<file path="config.mk">
export PLATFORM = sky130hd
export DESIGN_NAME = lcd_bus_wr
export DESIGN_NICKNAME = d
export VERILOG_FILES = /design/src/rtl/lcd_bus_wr.sv
export SDC_FILE = /design/constraint.sdc
export NUM_CORES = 1
export LEC_CHECK = 0
export CORE_AREA = 2 2 65 67
export DETAILED_ROUTE_END_ITERATION = 8
export DIE_AREA = 0 0 67 69
export GPL_ROUTABILITY_DRIVEN = 0
export HOLD_SLACK_MARGIN = 0.03
export PLACE_DENSITY = 0.76
export SKIP_LAST_GASP = 1
export SLEW_MARGIN = 20
export SYNTH_ARGS = -nofsm -noshare
export SYNTH_HDL_FRONTEND = slang
export SYNTH_SLANG_ARGS = --single-unit
</file>
<file path="constraint.sdc">
create_clock -name clk_i -period 5.4 [get_ports clk_i]
set_input_delay 0.81 -clock clk_i [delete_from_list [all_inputs] [get_ports clk_i]]
set_output_delay 0.81 -clock clk_i [all_outputs]
set_load 0.005 [all_outputs]
</file>
<file path="src/rtl/lcd_bus_wr.sv">
// HD44780-style 4-bit bus write engine: sends one byte (or one high nibble)
// per handshake with setup, enable-width, hold, inter-nibble and execution spacing.
module lcd_bus_wr #(
    parameter int T_SETUP_CYC     = 5,
    parameter int T_EN_CYC        = 50,
    parameter int T_HOLD_CYC      = 2,
    parameter int T_NIB_CYC       = 100,
    parameter int T_EXEC_CYC      = 4000,
    parameter int T_EXEC_LONG_CYC = 164000
) (
    input  logic       clk_i,
    input  logic       rst_n_i,
    input  logic       wr_valid_i,
    output logic       wr_ready_o,
    input  logic       wr_rs_i,
    input  logic [7:0] wr_data_i,
    input  logic       wr_nib_only_i,
    output logic       busy_o,
    output logic       reg_sel_o,
    output logic       enable_o,
    output logic [3:0] lcd_data_o
);

    function automatic int max2(input int a, input int b);
        return (a > b) ? a : b;
    endfunction

    localparam int MAX_CYC = max2(max2(max2(T_SETUP_CYC, T_EN_CYC), max2(T_HOLD_CYC, T_NIB_CYC)),
                                  max2(T_EXEC_CYC, T_EXEC_LONG_CYC));
    localparam int CW = $clog2(MAX_CYC) + 1;

    // Each state lasts exactly its parameter in cycles: load (param-1), leave at 0.
    localparam logic [CW-1:0] L_SETUP = CW'(T_SETUP_CYC - 1);
    localparam logic [CW-1:0] L_EN    = CW'(T_EN_CYC - 1);
    localparam logic [CW-1:0] L_HOLD  = CW'(T_HOLD_CYC - 1);
    localparam logic [CW-1:0] L_NIB   = CW'(T_NIB_CYC - 1);
    localparam logic [CW-1:0] L_EXEC  = CW'(T_EXEC_CYC - 1);
    localparam logic [CW-1:0] L_LONG  = CW'(T_EXEC_LONG_CYC - 1);

    typedef enum logic [2:0] {
        S_IDLE,
        S_SETUP,
        S_PULSE,
        S_HOLD,
        S_GAP,
        S_EXEC
    } state_t;

    state_t        r_state;
    logic [CW-1:0] r_cnt;
    logic [3:0]    r_lo_nib;
    logic          r_lo_pending;
    logic          r_long;
    logic          w_cnt_done;

    assign wr_ready_o = (r_state == S_IDLE);
    assign busy_o     = ~wr_ready_o;
    assign w_cnt_done = (r_cnt == '0);

    // NOTE: non-blocking assignments so every register updates from pre-edge values.
    always_ff @(posedge clk_i or negedge rst_n_i) begin
        if (!rst_n_i) begin
            r_state      <= S_IDLE;
            r_cnt        <= '0;
            r_lo_nib     <= '0;
            r_lo_pending <= 1'b0;
            r_long       <= 1'b0;
            reg_sel_o    <= 1'b0;
            enable_o     <= 1'b0;
            lcd_data_o   <= '0;
        end else begin
            case (r_state)
                S_IDLE: begin
                    if (wr_valid_i) begin
                        reg_sel_o    <= wr_rs_i;
                        lcd_data_o   <= wr_data_i[7:4];
                        r_lo_nib     <= wr_data_i[3:0];
                        r_lo_pending <= ~wr_nib_only_i;
                        // Clear display / return home need the long execution wait.
                        r_long       <= ~wr_rs_i && (wr_data_i inside {8'h01, 8'h02, 8'h03});
                        r_cnt        <= L_SETUP;
                        r_state      <= S_SETUP;
                    end
                end
                S_SETUP, S_GAP: begin
                    if (w_cnt_done) begin
                        enable_o <= 1'b1;
                        r_cnt    <= L_EN;
                        r_state  <= S_PULSE;
                    end else begin
                        r_cnt <= r_cnt - CW'(1);
                    end
                end
                S_PULSE: begin
                    if (w_cnt_done) begin
                        enable_o <= 1'b0;
                        r_cnt    <= L_HOLD;
                        r_state  <= S_HOLD;
                    end else begin
                        r_cnt <= r_cnt - CW'(1);
                    end
                end
                S_HOLD: begin
                    if (w_cnt_done) begin
                        if (r_lo_pending) begin
                            lcd_data_o   <= r_lo_nib;
                            r_lo_pending <= 1'b0;
                            r_cnt        <= L_NIB;
                            r_state      <= S_GAP;
                        end else begin
                            r_cnt   <= r_long ? L_LONG : L_EXEC;
                            r_state <= S_EXEC;
                        end
                    end else begin
                        r_cnt <= r_cnt - CW'(1);
                    end
                end
                S_EXEC: begin
                    if (w_cnt_done) begin
                        r_state <= S_IDLE;
                    end else begin
                        r_cnt <= r_cnt - CW'(1);
                    end
                end
                default: r_state <= S_IDLE;
            endcase
        end
    end

endmodule

</file>
Word-level counts from Yosys, hierarchy flattened:

Cells that the tools add are included.

* add/sub/neg operators: 1
* equal/unequal tests: 15
* $mul: 0
* reductions and logical operators: 14
* shifts and indexed selects: 0
* bitwise logic cells: 3
* mux-type cells: 24
* $lt $le $gt $ge: 0
* divide/modulo/power cells: 0

Operators by type and width (count)
* $mux W19: 5
* $pmux W19 S5: 1
* $mux W18: 2
* $logic_not A19 Y1: 1
* $sub A19 B1 Y19 const B: 1
* $eq A8 B2 Y1 const B: 2
* $mux W3: 5
* $pmux W3 S5: 1
* $ne A2 B2 Y1 const B: 7
* $mux W4: 3
* $reduce_and A3 Y1: 3
* $eq A8 B1 Y1 const B: 1
* $pmux W4 S2: 1
* $eq A3 B2 Y1 const B: 2
* $eq A3 B3 Y1 const B: 2
* $reduce_and A5 Y1: 1
* $reduce_bool A5 Y1: 1
* $mux W1: 4
* $pmux W1 S2: 2
* $reduce_and A4 Y1: 1
* $reduce_bool A2 Y1: 2
* $eq A3 B1 Y1 const B: 1
* $logic_not A3 Y1: 1
* $not A1 Y1: 3
* 4 further kinds: 4

* register bits: 34
* input bits: 13
* bits in writable memories: 0
* memories kept: 0
* bits in latches: 0
* logic and storage cells: 65
* memory bits (read-only): 0
* output and inout port bits: 8

Longest topological paths before layout:

* depth after elaboration: 4
* gate-level depth with buffers: 9
* mapped depth without buffers: 8

Least setup slack after synthesis:

OpenSTA, ideal clock, no wires.

* path type: register to register
* from: reg r_cnt[0]
* to: reg r_cnt[5]
* path buffers: 1
* data arrival time: 1.838 ns
* clock period less this slack: 1.960 ns
* path slack: 3.440 ns
* required time: 5.278 ns
* setup time: 0.122 ns
* stages on the path, launching flop included: 10
* cell sequence: dfrtp_1 > inv_1 > ha_1 > nor4b_2 > nand3_2 > or2_4 > buf_6 > nor2_1 > o21ai_1 > a32o_1

* cells in the longest elaborated chain, start to end: 3
* elaborated cells between the ends (all ways): 9
* classes of those cells: add/sub: 1; eq/ne: 1; mux: 5; reduce/logical: 2

RTL lines
* from (decl): RTL line 50 `logic [CW-1:0] r_cnt;`
* from (signal assigned): RTL line 91 `r_cnt <= r_cnt - CW'(1);`
* from (signal assigned): RTL line 100 `r_cnt <= r_cnt - CW'(1);`
* from (signal assigned): RTL line 111 `r_cnt <= r_long ? L_LONG : L_EXEC;`
* $sub A19 B1 Y19 or $logic_not A19 Y1 (tied branches)
* $mux W19 (tied with other cells): RTL line 119 `if (w_cnt_done) begin`
* $pmux W19 S5 or $reduce_and A3 Y1 (tied branches)

Parallel ways exist; a longest one is shown, timed or not. The select of a mux whose other input is x is not followed.
A chain may end at the register's enable or synchronous reset.

Worst setup path after layout:

* from: reg r_state[1]
* to: out wr_ready_o

* cells in the longest elaborated chain, start to end: 1

RTL lines
* from (decl): RTL line 49 `state_t r_state;`
* from (signal assigned): RTL line 63 `r_state <= S_IDLE;`
* from (signal assigned): RTL line 82 `r_state <= S_SETUP;`
* from (signal assigned): RTL line 89 `r_state <= S_PULSE;`
* $logic_not A3 Y1: RTL line 56 `assign wr_ready_o = (r_state == S_IDLE);`
* to (decl): RTL line 14 `output logic wr_ready_o,`

No other way between the ends.

==> key figures <==
Clocking
  • Post-CTS Hold Buffers: 0
  • H-Tree Depth: 2
  • TritonCTS clock tree: yes
  • Bufs on Longest Clock Path: 2
  • Skew-Pair Late Insertion Delay: 290 ps
  • Worst-path clk slew: 70 ps
  • Clock sink count: 34
  • Root Driver: clkbuf_8
  • Post-cts resize count: 0
  • # Post-CTS Setup Buffers: 0
  • Number of CTS-inserted buffers: 5

Hold path
  • Min-Delay Path Class: flip-flop to flip-flop

Synth
  • Async SR Flop Fraction: 100%
  • Yosys reg bits: 34
  • Mapped Cells: 239
  • Post-synth cell types: 51
  • Post-synth top flop: dfrtp_1
  • Yosys warnings: 0
  • Syn_nets: 254
  • Register area share after synthesis: 40.6%
  • Mean Syn Cell Area: 8.76 um2
  • Post-synth EDFFs: 0
  • Post-Syn Area: 0.00209 mm2

STA
  • Worst-margin pin slew: 815 ps
  • Final Skew: 6.88 ps
  • RSZ-0062 raised after global routing: false
  • Final setup violation count: 0
  • Post-Route Setup TNS: 0 ps
  • Worst Slack Setup Final: 2540 ps
  • Period utilization: 53.1%
  • Relative slew slack: 45.3%
  • Final min period: 2860 ps
  • Final hold vios: 0
  • Peak Freq: 349 MHz
  • Max Transition Viols Final: 0

Power and ir drop
  • Leakage: 0.888 nW
  • Total power: 0.454 mW
  • VDD IR max: 0.156 mV
  • PwrDens: 190 mW/mm2

Place
  • HPWL Detailed: 3.36 mm
  • Port Buffer Count: 20
  • DP Worst Slack: 2870 ps

Drt
  • 1st-iter DRT viols: 153
  • Detailed Route WL: 4.88 mm
  • Drc violations: 0
  • Vias per cell: 6.07
  • Drt wl/cell: 15.9 um
  • Via count: 1871
  • Router iterations before antenna repair: 4
  • Antenna viol nets, final: 0

Worst setup path
  • Critical Path RT: 4590 ps
  • Critical path class: flip-flop to output port
  • CP Launch Type: flip-flop
  • CP arrival: 2050 ps
  • CP Cell Sequence: or3_1 -> inv_1 -> clkdlybuf4s50_1
  • Slowest library cell on the worst path: dfrtp_1
  • CP Buf/Inv Count: 2
  • Largest fanout on the critical path: 21
  • Worst setup EP type: output port
  • CP delay by family, top: buffers and inverters
  • CP peak stage delay: 610 ps

Global routing
  • First-pass GRT wire length: 8.67 mm
  • Gr usage total: 24.1%
  • Initial antenna violation count: 0
  • Vias in the first global route: 1793
  • Largest net degree at the start of global routing: 35
  • GR Overflow Total: 0

Layout
  • Nets: 273
  • Ant. Diodes: 0
  • Layout cells sized above 1: 11.6%
  • Area growth from synthesis to layout: 14.2%

Die
  • Starting density of the core: 53.5%
  • Ports: 21
  • DIE WIDTH: 67 um
  • Core ar.: 0.00391 mm2
  • FP Rows: 23
  • Chip Height: 69 um
  • Die area: 0.00462 mm2

Job
  • # Max-Cap Violations: 0

Status
  • Status: finished, final reports clean
[state kept, by name, summed over array words and instances, names as in the netlist]
name and flops:
r_cnt 19, lcd_data_o 4, r_lo_nib 4, r_state 3
enable_o 1, r_lo_pending 1, r_long 1, reg_sel_o 1
[routing by layer]
layer / vias to the layer above / track usage (%) / wire, um
met5: - / 0 / 0
met4: 0 / 8.84 / 68
met3: 6 / 5.22 / 272
met2: 64 / 34.3 / 2180
met1: 884 / 35.6 / 2360
li1: 917 / - / -
[stage by stage]
stage               hold WS (ps)  area (um2)  std cells  util (%)
finish                       507        2390        308      61.1
global route                 529        2390        308      61.1
CTS                          509        2390        308      61.1
detailed placement           493        2310        301      59.1
global placement             490        2310        301      59.1
floorplan                    458        2090        239         -
[Yosys cell counts (3+ instances only)]
| cell type | instances | area share [%] |
|---|---|---|
| a21oi_1 | 18 | 4.3 |
| o21ai_0 | 7 | 1.7 |
| dfrtp_1 | 34 | 41 |
| nor2_1 | 20 | 3.6 |
| nor4_1 | 7 | 2.1 |
| clkbuf_1 | 3 | 0.54 |
| nand2b_1 | 4 | 1.2 |
| or3_1 | 6 | 1.8 |
| a21o_1 | 3 | 1.1 |
| a211oi_1 | 3 | 1.1 |
| buf_2 | 3 | 0.72 |
| o31ai_1 | 6 | 2.2 |
| inv_1 | 8 | 1.4 |
| xnor2_1 | 3 | 1.3 |
| nor3_1 | 4 | 0.96 |
| nand2_1 | 33 | 5.9 |
| nand3_1 | 7 | 1.7 |
| o21ai_1 | 16 | 3.8 |
| mux2_2 | 9 | 4.8 |
| o211ai_1 | 3 | 1.1 |
[cells by family (layout without fill, tap and decap cells)]
kind of cell,count (synthesis),after routing,share of synthesized area (%)
and+or+nand+nor,99,99,25.0
muxes,9,9,4.84
buffers and inverters,17,36,3.94
DFF,34,34,40.6
AOI/OAI and AO/OA,73,73,22.3
xor gates and xnor gates,5,5,2.09
adders and majority gates,2,2,1.19
[worst reg2reg max path: cells and delay by family (launching register included)]
family / cells / cell delay [ps]
and+or+nand+nor: 5 / 1320
DFF: 1 / 420
muxes: 1 / 360
buffers and inverters: 1 / 170
adders and majority gates: 1 / 170
[area by class of cell]
| type | count | area [um2] |
|---|---|---|
| Fill cell | 377 | 1520 |
| Multi-Input combinational cell | 188 | 1160 |
| Sequential cell | 34 | 851 |
| Timing Repair Buffer | 21 | 208 |
| Clock buffer | 5 | 68.8 |
| Tap cell | 50 | 62.6 |
| Inverter | 8 | 30.0 |
| Clock inverter | 2 | 10.0 |
[where the power goes]
part	switching, mW	internal, mW	leakage [nW]
clock	0.0955	0.0865	0.0438
sequential	0	0.255	0.371
combinational	0.00819	0.00901	0.473
[final timing paths]
path                                               from                         to  slack, ps  depth (start not counted)
worst max-delay path             r_state[1]$_DFFE_PN0P_                 wr_ready_o       2540                          3
worst min-delay path            r_lo_nib[2]$_DFFE_PN0P_    r_lo_nib[2]$_DFFE_PN0P_        510                          1
worst max register to register     r_cnt[0]$_DFFE_PN0P_  lcd_data_o[1]$_DFFE_PN0P_       2850                          8
worst min register to register  r_lo_nib[2]$_DFFE_PN0P_    r_lo_nib[2]$_DFFE_PN0P_        510                          1
max in group asynchronous                       rst_n_i       r_cnt[1]$_DFFE_PN0P_       4160                          2
min in group asynchronous                       rst_n_i       r_cnt[2]$_DFFE_PN0P_        920                          2
[placed cells by master (no fill, tap or decap), drive strengths merged, types with 3 or more instances in the layout]
cell | synthesis | final
a211oi | 3 | 3
a21o | 3 | 3
a21oi | 18 | 18
clkbuf | 3 | 5
clkdlybuf4s50 | 0 | 20
dfrtp | 34 | 34
inv | 8 | 8
mux2 | 9 | 9
nand2 | 33 | 33
nand2b | 4 | 4
nand3 | 8 | 8
nor2 | 21 | 21
nor3 | 5 | 5
nor4 | 10 | 10
o211ai | 3 | 3
o21ai | 25 | 25
o31ai | 6 | 6
or2 | 4 | 4
or3 | 6 | 6
xnor2 | 3 | 3
No activity file was read; power rests on OpenSTA's default activity.
